**config.mk**
```make
export PLATFORM = sky130hd
export DESIGN_NAME = flow_fifo_vldrdy
export DESIGN_NICKNAME = d
export VERILOG_FILES = /design/src/rtl/flow_fifo_vldrdy.sv
export SDC_FILE = /design/constraint.sdc
export NUM_CORES = 1
export LEC_CHECK = 0
export CORE_MARGIN = 4
export CORE_UTILIZATION = 30
export DETAILED_ROUTE_END_ITERATION = 10
export PLACE_DENSITY_LB_ADDON = 0.3
export SYNTH_ARGS = -nofsm -noshare
export SYNTH_HDL_FRONTEND = slang
export SYNTH_SLANG_ARGS = --single-unit
```
**constraint.sdc**
```tcl
create_clock -name clk -period 2.1 [get_ports clk]
set_clock_uncertainty 0.2 [all_clocks]
set_input_delay 0.21 -clock clk [delete_from_list [all_inputs] [get_ports clk]]
set_output_delay 0.21 -clock clk [all_outputs]
set_load 0.1 [all_outputs]
```
**src/rtl/flow_fifo_vldrdy.sv**
```systemverilog
// rtl/flow_fifo_vldrdy.sv - valid/ready FIFO stage between width converters and sink
module flow_fifo_vldrdy #(
  parameter int DWIDTH = 16,
  parameter int DEPTH  = 4,
  parameter int LWIDTH = $clog2(DEPTH + 1)
) (
  input  logic              clk,
  input  logic              rst,
  input  logic              cfg_en,
  input  logic              src_val,
  output logic              src_rdy,
  input  logic [DWIDTH-1:0] src_data,
  output logic              dst_val,
  input  logic              dst_rdy,
  output logic [DWIDTH-1:0] dst_data,
  output logic [LWIDTH-1:0] level
);

  localparam int PWIDTH = $clog2(DEPTH);
  localparam logic [LWIDTH-1:0] FULL_CNT = LWIDTH'(DEPTH);

  logic [PWIDTH-1:0] wr_ptr_q, wr_ptr_d;
  logic [PWIDTH-1:0] rd_ptr_q, rd_ptr_d;
  logic [LWIDTH-1:0] count_q, count_d;
  logic [DWIDTH-1:0] mem_q [DEPTH];
  logic [DWIDTH-1:0] mem_d [DEPTH];
  logic              wr_en;
  logic              rd_en;

  // Ready/valid come only from registered occupancy and cfg_en, so neither
  // side sees a combinational path from the other.
  assign src_rdy  = cfg_en && (count_q < FULL_CNT);
  assign dst_val  = cfg_en && (count_q != '0);
  assign wr_en    = src_val && src_rdy;
  assign rd_en    = dst_val && dst_rdy;
  assign dst_data = mem_q[rd_ptr_q];
  assign level    = count_q;

  // Next-state: store on write, advance pointers, track occupancy.
  always_comb begin
    wr_ptr_d = wr_ptr_q;
    rd_ptr_d = rd_ptr_q;
    count_d  = count_q;
    mem_d    = mem_q;
    if (wr_en) begin
      mem_d[wr_ptr_q] = src_data;
      wr_ptr_d        = wr_ptr_q + PWIDTH'(1);
    end
    if (rd_en) begin
      rd_ptr_d = rd_ptr_q + PWIDTH'(1);
    end
    case ({wr_en, rd_en})
      2'b10:   count_d = count_q + LWIDTH'(1);
      2'b01:   count_d = count_q - LWIDTH'(1);
      default: count_d = count_q;
    endcase
  end

  // State registers; storage is cleared too so dst_data reads zero after reset.
  always_ff @(posedge clk) begin
    if (rst) begin
      wr_ptr_q <= '0;
      rd_ptr_q <= '0;
      count_q  <= '0;
      for (int i = 0; i < DEPTH; i++) begin
        mem_q[i] <= '0;
      end
    end else begin
      wr_ptr_q <= wr_ptr_d;
      rd_ptr_q <= rd_ptr_d;
      count_q  <= count_d;
      mem_q    <= mem_d;
    end
  end

  a_count_max: assert property (@(posedge clk) disable iff (rst) count_q <= FULL_CNT);
  a_no_write_full: assert property (@(posedge clk) disable iff (rst) !(wr_en && (count_q == FULL_CNT)));

endmodule

```
==> flow_summary.toml <==
[timing]
fin_crit_sh = 0.973
whs_ps = 32.4
setup_viol = 0
relSlewSlack = 0.788
fmax_mhz = 489
rsz0062_at_grt = "false"
tns_ps = 0
min_period_ps = 2040
finalWorstSetupSlack_ps = 55.9
tightest_slew_ps = 318
hold_viol_final = 0
final_max_slew_viol_count = 0

[route]
drtAntennaViolNets = 0
wl_met1_um = 3480
wl_met3_um = 469
top_layer = "met4"
dr.pass1.iters = 4
drtIter0Drc = 205
wl_met2_um = 3960
vias = 2542
drc = 0
finalWirelength_um = 7980
viasPerCell = 4.72
wl_per_cell_um = 14.8

[cells_and_area]
layout-drive-gt1-share = 0.284
final_common_cell = "nand2_1"
area_growth_pct = 32.0
fillers = 1044
fin_cells = 538
layout_common_cells = "nand2_1, dfxtp_1, a21oi_1"
fin_nets = 424
insertedDiodeCount = 0
fin_util = 0.409

[critical_path]
crit_fanout = 8
endpoint_kind = "output pin"
path_class = "reg -> out"
required_ps = 1690
cp_data_arrival_time_ps = 1630
startpoint_type = "flip-flop"

[grt]
gr-total-overflow = 0
grt_pass1_vias = 2598
grt_usage = 0.134
grt_antenna_before_repair = 0
grt_max_degree = 43
grt_pass1_wl_um = 13300

[clock_tree]
postCtsHoldBufs = 0
ctsLongestPathBuffers = 2
clock_latency_ps = 340
cts_tree = "yes"
clk_pin_slew_ps = 80
cts-root-buf = "clkbuf_8"
cts_buffers = 9
htreeDepth = 3
cts.sink_count = 71

[power]
p_per_area_mw_per_mm2 = 722
cellLeakagePower_uw = 0.00147
ir_worst_vdd_mv = 0.412

[logic_synthesis]
synth_top_area_cell = "dfxtp_1"
ys_seq_area_frac = 0.441
ys_warn_count = 0
synth_area_per_cell_um2 = 9.27
synth_top_area_share = 0.441
synth_cell_types = 28
synth_area_mm2 = 0.00323
ys_top_cells_by_area = "dfxtp_1, nand2_1, mux4_2"
syn-num-nets = 375
ys_seq_elements = 71
synth_cells = 348

[placement]
placedCellCount = 520
dpl.hpwl_um = 5260
dp_slack_ps = -228
gp_routability_congestion = 0.721
portBuffers = 41

[floorplanning]
initial_utilization = 0.310
rows = 37
io_pins = 42
core_area_mm2 = 0.0104
die_w_um = 112
dieArea_mm2 = 0.0125
die_y_um = 112

[job]
cap_violations = 0

[outcome]
status = "finished clean"

[worst_hold_path]
min_path_type = "in -> reg"
synthesized netlist by cell type:
cell type,n
buf_4,10
nand2b_1,1
inv_1,5
nor2_1,7
nand4b_2,4
xnor2_1,2
a21oi_1,46
ha_1,5
buf_8,2
o311a_4,1
dfxtp_1,71
a31o_1,1
mux2i_1,1
or3_1,1
xor2_1,2
buf_2,3
buf_6,5
fa_1,1
and4b_1,4
mux4_2,16
buf_1,3
nand3b_1,1
o21ai_0,1
o31a_2,1
nand2_1,128
and2b_2,1
a21oi_2,21
clkbuf_1,4
worst max-delay path, cell delays in order (launching register included):
cell     delay, ps
dfxtp_2        370
buf_6          160
mux4_2         560
buf_12         190
metal layers:
metal / up-vias / track usage
met2: 57 / 0.221
met4: 0 / 0.0341
met1: 1214 / 0.170
met3: 6 / 0.0418
met5: - / 0
li1: 1265 / -
cell type report:
class | instances | area, um^2 | area share
multi-input cells | 245 | 1590 | 0.373
flip-flops and latches | 71 | 1440 | 0.338
repair buffers | 65 | 862 | 0.202
well taps | 136 | 170 | 0.0400
clock buffers | 10 | 138 | 0.0323
clock inverters | 6 | 43.8 | 0.0103
inverters | 5 | 18.8 | 0.00441
path summary, 6_finish.rpt:
path	endpoint	depth (start not counted)	slack, ps	from
max	dst_data[15]	3	60	rd_ptr_q[0]
min	mem_q[7]	2	30	rst
min reg2reg	mem_q[47]	2	260	mem_q[47]
max reg2reg	level[2]	7	120	level[1]
cells by family after synthesis:
group	after synthesis	share of synthesized area
AO/OA/AOI/OAI	71	0.142
XOR/XNOR	4	0.0109
adder cells (fa/ha/maj)	6	0.0256
buffers and inverters	32	0.0687
flip-flops	71	0.441
multiplexers	17	0.115
AND/OR/NAND/NOR	147	0.197
per-stage QoR:
step / power, uW / area (um^2)
final: 3070 / 4260
after global routing: 3210 / 4260
after CTS: 3110 / 4230
after detailed placement: 2090 / 4040
after global placement: 2080 / 4040
after floorplan: 1860 / 3250
flip-flops by register name, summed over array words and instances (netlist names):
name,count
level,3
rd_ptr_q,2
mem_q,64
wr_ptr_q,2
what timing repair did:
item | in CTS | in global routing
buffers inserted | 0 | 2
resized for setup | 2 | 5
setup endpoints to repair | 14 | 15
power by group:
part           switching (uW)  total [uW]  leakage (uW)  internal, uW
logic                     399         649      0.000803           250
registers                27.4        1410      0.000578          1380
clock network             548        1010     0.0000892           465
Note: power is estimated with default switching activity, not from simulation.
